==> src/rtl/fp_align_if.sv <==
// fp_align_if: operand/result handshake bundle for fp_align_unit.
//   Operand side : in_valid, in_ready, op_a[31:0], op_b[31:0], sub
//   Result side  : out_valid, out_ready, exp_big[7:0], mant_big[26:0],
//                  mant_sml[26:0], sign_big, eff_sub, swapped, out_special
//   master = upstream/downstream environment, slave = alignment unit.
interface fp_align_if;
    logic        in_valid;
    logic        in_ready;
    logic [31:0] op_a;
    logic [31:0] op_b;
    logic        sub;
    logic        out_valid;
    logic        out_ready;
    logic [7:0]  exp_big;
    logic [26:0] mant_big;
    logic [26:0] mant_sml;
    logic        sign_big;
    logic        eff_sub;
    logic        swapped;
    logic        out_special;

    modport master (
        output in_valid, op_a, op_b, sub, out_ready,
        input  in_ready, out_valid, exp_big, mant_big, mant_sml,
               sign_big, eff_sub, swapped, out_special
    );

    modport slave (
        input  in_valid, op_a, op_b, sub, out_ready,
        output in_ready, out_valid, exp_big, mant_big, mant_sml,
               sign_big, eff_sub, swapped, out_special
    );
endinterface

==> src/rtl/fp_align_unit.sv <==
// fp_align_unit: multi-cycle FP32 add/sub alignment (exponent compare, swap,
// bounded per-cycle right shift of the smaller mantissa with G/R/S tracking).
//   clk   : rising-edge clock
//   rst_n : asynchronous active-low reset
//   bus   : fp_align_if.slave (operand in handshake, aligned result out handshake)
//   SHIFT_STEP : max right-shift bits per SHIFT cycle (1..8)
module fp_align_unit #(
    parameter int SHIFT_STEP = 4
) (
    input  logic      clk,
    input  logic      rst_n,
    fp_align_if.slave bus
);
    typedef enum logic [1:0] {IDLE, CMP, SHIFT, DONE} state_t;

    localparam logic [4:0] STEP = 5'(SHIFT_STEP);

    state_t      state_q;
    logic [31:0] a_q, b_q;
    logic        sub_q;
    logic [4:0]  rem_q;
    logic [7:0]  exp_big_q;
    logic [26:0] mant_big_q, mant_sml_q;
    logic        sign_big_q, eff_sub_q, swapped_q, special_q, out_valid_q;

    logic        ha, hb, swap, special, sign_b_eff, lost;
    logic [7:0]  ea, eb, abs_d;
    logic [8:0]  d;
    logic [26:0] ma, mb, m_sml, shifted_d;
    logic [4:0]  k;

    // Denormals (exponent field 0) have no hidden bit and act as exponent 1.
    assign ha         = |a_q[30:23];
    assign hb         = |b_q[30:23];
    assign ea         = ha ? a_q[30:23] : 8'd1;
    assign eb         = hb ? b_q[30:23] : 8'd1;
    assign ma         = {ha, a_q[22:0], 3'b000};
    assign mb         = {hb, b_q[22:0], 3'b000};
    assign d          = {1'b0, ea} - {1'b0, eb};
    assign abs_d      = d[8] ? (eb - ea) : (ea - eb);
    assign swap       = d[8] | ((d == 9'd0) & (mb > ma));
    assign m_sml      = swap ? ma : mb;
    assign special    = (&a_q[30:23]) | (&b_q[30:23]);
    assign sign_b_eff = b_q[31] ^ sub_q;

    // Old S sits at bit 0, so it is always among the shifted-out bits and
    // folds into the new sticky without a separate term.
    assign k          = (rem_q < STEP) ? rem_q : STEP;
    assign lost       = |(mant_sml_q & ~({27{1'b1}} << k));
    assign shifted_d  = (mant_sml_q >> k) | {26'd0, lost};

    assign bus.in_ready    = (state_q == IDLE);
    assign bus.out_valid   = out_valid_q;
    assign bus.exp_big     = exp_big_q;
    assign bus.mant_big    = mant_big_q;
    assign bus.mant_sml    = mant_sml_q;
    assign bus.sign_big    = sign_big_q;
    assign bus.eff_sub     = eff_sub_q;
    assign bus.swapped     = swapped_q;
    assign bus.out_special = special_q;

    always_ff @(posedge clk or negedge rst_n) begin
        if (!rst_n) begin
            state_q     <= IDLE;
            a_q         <= '0;
            b_q         <= '0;
            sub_q       <= 1'b0;
            rem_q       <= '0;
            exp_big_q   <= '0;
            mant_big_q  <= '0;
            mant_sml_q  <= '0;
            sign_big_q  <= 1'b0;
            eff_sub_q   <= 1'b0;
            swapped_q   <= 1'b0;
            special_q   <= 1'b0;
            out_valid_q <= 1'b0;
        end else begin
            case (state_q)
                IDLE: if (bus.in_valid) begin
                    a_q     <= bus.op_a;
                    b_q     <= bus.op_b;
                    sub_q   <= bus.sub;
                    state_q <= CMP;
                end
                CMP: begin
                    exp_big_q  <= swap ? eb : ea;
                    mant_big_q <= swap ? mb : ma;
                    sign_big_q <= swap ? sign_b_eff : a_q[31];
                    eff_sub_q  <= a_q[31] ^ sign_b_eff;
                    swapped_q  <= swap;
                    special_q  <= special;
                    rem_q      <= abs_d[4:0];
                    if (special || abs_d == 8'd0) begin
                        mant_sml_q  <= m_sml;
                        out_valid_q <= 1'b1;
                        state_q     <= DONE;
                    end else if (abs_d >= 8'd27) begin
                        // Everything falls below bit 0: only sticky survives.
                        mant_sml_q  <= {26'd0, |m_sml};
                        out_valid_q <= 1'b1;
                        state_q     <= DONE;
                    end else begin
                        mant_sml_q <= m_sml;
                        state_q    <= SHIFT;
                    end
                end
                SHIFT: begin
                    mant_sml_q <= shifted_d;
                    rem_q      <= rem_q - k;
                    if (rem_q == k) begin
                        out_valid_q <= 1'b1;
                        state_q     <= DONE;
                    end
                end
                DONE: if (bus.out_ready) begin
                    out_valid_q <= 1'b0;
                    state_q     <= IDLE;
                end
            endcase
        end
    end
endmodule

==> src/flat_wrapper.sv <==
// flat-port wrapper written by rule: the top's interface ports become plain ports
module fp_align_unit_flat 
#(
    parameter int SHIFT_STEP = 4
)
  (clk, rst_n, bus_in_valid, bus_op_a, bus_op_b, bus_sub, bus_out_ready, bus_in_ready, bus_out_valid, bus_exp_big, bus_mant_big, bus_mant_sml, bus_sign_big, bus_eff_sub, bus_swapped, bus_out_special);
  fp_align_if bus_i ();
  input  logic clk;
  input  logic rst_n;
  input wire logic [$bits(bus_i.in_valid)-1:0] bus_in_valid;
  input wire logic [$bits(bus_i.op_a)-1:0] bus_op_a;
  input wire logic [$bits(bus_i.op_b)-1:0] bus_op_b;
  input wire logic [$bits(bus_i.sub)-1:0] bus_sub;
  input wire logic [$bits(bus_i.out_ready)-1:0] bus_out_ready;
  output wire logic [$bits(bus_i.in_ready)-1:0] bus_in_ready;
  output wire logic [$bits(bus_i.out_valid)-1:0] bus_out_valid;
  output wire logic [$bits(bus_i.exp_big)-1:0] bus_exp_big;
  output wire logic [$bits(bus_i.mant_big)-1:0] bus_mant_big;
  output wire logic [$bits(bus_i.mant_sml)-1:0] bus_mant_sml;
  output wire logic [$bits(bus_i.sign_big)-1:0] bus_sign_big;
  output wire logic [$bits(bus_i.eff_sub)-1:0] bus_eff_sub;
  output wire logic [$bits(bus_i.swapped)-1:0] bus_swapped;
  output wire logic [$bits(bus_i.out_special)-1:0] bus_out_special;
  assign bus_i.in_valid = bus_in_valid;
  assign bus_i.op_a = bus_op_a;
  assign bus_i.op_b = bus_op_b;
  assign bus_i.sub = bus_sub;
  assign bus_i.out_ready = bus_out_ready;
  assign bus_in_ready = bus_i.in_ready;
  assign bus_out_valid = bus_i.out_valid;
  assign bus_exp_big = bus_i.exp_big;
  assign bus_mant_big = bus_i.mant_big;
  assign bus_mant_sml = bus_i.mant_sml;
  assign bus_sign_big = bus_i.sign_big;
  assign bus_eff_sub = bus_i.eff_sub;
  assign bus_swapped = bus_i.swapped;
  assign bus_out_special = bus_i.out_special;
  fp_align_unit #(.SHIFT_STEP(SHIFT_STEP)) u_core (.clk(clk), .rst_n(rst_n), .bus(bus_i));
endmodule
==> config.mk <==
export PLATFORM = sky130hd
export DESIGN_NAME = fp_align_unit_flat
export DESIGN_NICKNAME = d
export VERILOG_FILES = /design/src/rtl/fp_align_if.sv /design/src/rtl/fp_align_unit.sv /design/src/flat_wrapper.sv
export SDC_FILE = /design/constraint.sdc
export NUM_CORES = 1
export LEC_CHECK = 0
export CORE_MARGIN = 3
export CORE_UTILIZATION = 25
export DETAILED_ROUTE_END_ITERATION = 10
export SLEW_MARGIN = 40
export SYNTH_ARGS = -nofsm -noshare
export SYNTH_HDL_FRONTEND = slang
export SYNTH_SLANG_ARGS = --single-unit
==> constraint.sdc <==
create_clock -name clk -period 3.7 [get_ports clk]
set_clock_uncertainty 0.2 [all_clocks]
set_input_delay 0.37 -clock clk [delete_from_list [all_inputs] [get_ports clk]]
set_output_delay 0.37 -clock clk [all_outputs]
set_load 0.02 [all_outputs]
==> reports/qor.txt <==
status - finished, final reports clean
Max transition margin - 46.1%
IO Pins - 137
Hold Path Stages - 1
EDFF count, synth - 0
minimum hold slack - 0.312 ns
area leader, netlist - dfrtp_1
area grow syn2layout - 31.9%
initial antenna violation count - 0
commonest non-fill, non-tap cells in the layout - dfrtp_1, clkdlybuf4s50_1, mux2i_1
R2R Path End - u_core.bus.out_valid
Max Cap Viol - 0
CP Data Arrival Time - 3.60 ns
Period minus WS final - 3.49 ns
# placed instances - 1,399
Antenna diodes - 0
fin crit share - 94.2%
fmax - 0.287 GHz
layout cell share with drive strength beyond 1 - 21.5%
multi-input logic area - 4820 um2
gr usage total - 14.4%
worst slack, placed - -0.0627 ns
Die Height - 192 um
Synth Register Bits - 136
Layout fillers - 3,453
Final Setup Violations - 0
top cell type's share of synthesized area - 39.2%
vias in the first global route - 7,127
vias post-DR - 6,974
Final Hold Viols - 0
Hold Path Origin - u_core.bus.exp_big[0]
Port-buffer cells - 133
R2R setup slack - 0.21 ns
Rows - 67
critical path class - flip-flop to flip-flop
cell area after layout - 11,500 um2
Remaining DRCs - 0
Max IR drop VDD - 0.000471 V
DR iter-0 viols - 539
commonest non-fill, non-tap cell in the layout - dfrtp_1
Lkg Pwr - 4.90 nW
slack of the critical path - 0.215 ns
ys async rst share - 100%
pin slew with the least headroom to its limit - 0.803 ns
RePlAce Congestion - 0.804
syn avg cell area - 10.4 um2
worst min path class - flip-flop to flip-flop
Congestion Overflow GR - 0
final wirelength - 26.4 mm
R2R cell count - 13
Synth Instances - 832
total power - 13.3 mW
vias per inst - 4.85
hpwl dp - 19.5 mm
sequential area share after synthesis - 39.2%
H-tree depth - 4
hold endpoint - u_core.bus.exp_big[0]
Post-Syn Area - 8690 um2
Die W - 192 um
TritonCTS Buffers - 17
Worst setup EP type - flip-flop
die area - 37,000 um2
Yosys cell types - 73
FF+latch area - 3400 um2
CP startpoint kind - flip-flop
CORE AREA - 33,900 um2
Clk Latency, worst-skew pair - 0.43 ns
Clk Tree Root Cell - clkbuf_16
CTS tree - built
first-pass GRT wire length - 41.3 mm
Routed Antenna Nets - 0
clk sinks - 136
Critical Path Fanout Max - 8
Reg-to-Reg Start - u_core.b_q[28]
Slew Viols, Final - 0
P per Cell Area - 1160 nW/um2
Reg clk slew, reported paths - 0.06 ns
CTS Buffer Depth - 2
WL per Instance - 18.4 um
synth warn - 0
cells taking the most area after synthesis - dfrtp_1, mux2i_1, mux2_2
first-pass detailed-route iteration total - 5
critical path startpoint - u_core.b_q[28]
Worst EP required - 3.82 ns
Placed Area - 10,700 um2
largest net degree at the start of global routing - 79
Initial Utilization - 25.7%
Final #Nets - 1,091
fin cells - 1,437
Main synth FF type - dfrtp_1
per-stage QoR:
| stage | setup TNS [ns] | utilization [%] |
|---|---|---|
| 2_1_floorplan | 0 | - |
| 5_1_grt | -0.0437 | 33.8 |
| 6_report | 0 | 33.8 |
| 3_5_place_dp | -0.0870 | 31.6 |
| 3_3_place_gp | -0.0490 | 31.6 |
| 4_1_cts | 0 | 33.5 |
routing by layer:
layer	share of wire (%)	track usage (%)	vias to the layer above	wire length, um
met3	5.3	3.29	28	1410
met2	44	21.6	199	11600
met1	49	20.7	3448	13000
met5	0	0	-	0
li1	-	-	3299	-
met4	1.7	4.15	0	456
cell usage after synthesis (3+ instances only):
library cell and n:
a211oi_1 10, a21o_1 8, a21oi_1 66, a31oi_1 7, buf_4 7, buf_6 6, clkbuf_1 44, dfrtp_1 136
ha_1 44, inv_1 52, mux2_2 74, mux2i_1 88, mux4_2 6, nand2_1 48, nand3_1 7, nand3b_1 3
nand4_1 17, nor2_1 55, nor2b_1 5, nor3_1 5, nor4_1 16, o21a_1 6, o21ai_0 24, o21ai_1 5
o221ai_1 5, o221ai_2 14, o31ai_1 3, xnor2_1 4, xnor2_2 4, xor2_1 8
worst max-delay path: stages (launching register included):
cell and delay [ns]:
dfrtp_1 0.40, nor4_2 0.35, a21oi_1 0.20, inv_1 0.09, ha_1 0.18, fa_2 0.23
inv_2 0.05, a31oi_2 0.21, o21a_4 0.24, mux2i_1 0.33, o21bai_4 0.18, a2bb2oi_2 0.10
a311oi_2 0.28, mux2_4 0.32
final cells by class:
type / count / share of cell area (%)
multi-input combinational: 582 / 42.1
sequential: 136 / 29.7
timing repair buffer: 186 / 16.0
tap: 448 / 4.89
clock buffer: 19 / 3.95
inverter: 53 / 1.74
clock inverter: 13 / 1.66
state kept, by name, summed over array words and instances, names as in the netlist:
register / flops
u_core.a_q: 32
u_core.b_q: 32
u_core.bus.mant_sml: 27
u_core.bus.mant_big: 24
u_core.bus.exp_big: 8
u_core.rem_q: 5
u_core.state_q: 2
u_core.bus.eff_sub: 1
u_core.bus.out_special: 1
u_core.bus.out_valid: 1
u_core.bus.sign_big: 1
u_core.bus.swapped: 1
u_core.sub_q: 1
worst max-delay path by stage:
stage                     cells past startpoint  slack (ns)                       to
after floorplan                              15        0.23     u_core.bus.out_valid
after global placement                       13       -0.05     u_core.bus.out_valid
after detailed placement                     13       -0.06     u_core.bus.out_valid
after CTS                                    16        0.01  u_core.bus.mant_big[21]
after global routing                         14       -0.02     u_core.bus.out_valid
final                                        13        0.21     u_core.bus.out_valid
timing repair:
action / in CTS / in global routing
resized for setup: 2 / 10
hold endpoints to repair: 77 / 0
endpoints found under the setup margin: 16 / 57
hold buffers: 1 / 0
cloned: 0 / 1
setup buffers: 0 / 4
pin swaps: 0 / 2
where the power goes:
group          internal (mW)  leakage [nW]  switching, mW
Clock                   1.17         0.303          0.719
Sequential              2.21          1.62          0.964
Combinational           3.93          2.97           4.30
cell families after synthesis:
| kind of cell | count (synthesis) | synth area share, % |
|---|---|---|
| AOI/OAI and AO/OA | 176 | 14.5 |
| xor gates and xnor gates | 16 | 1.96 |
| adders and majority gates | 46 | 6.80 |
| buffers and inverters | 117 | 6.52 |
| DFF | 136 | 39.2 |
| muxes | 172 | 21.9 |
| other | 2 | 0.0864 |
| and+or+nand+nor | 167 | 9.10 |
Power figures use the tool's default switching activity.
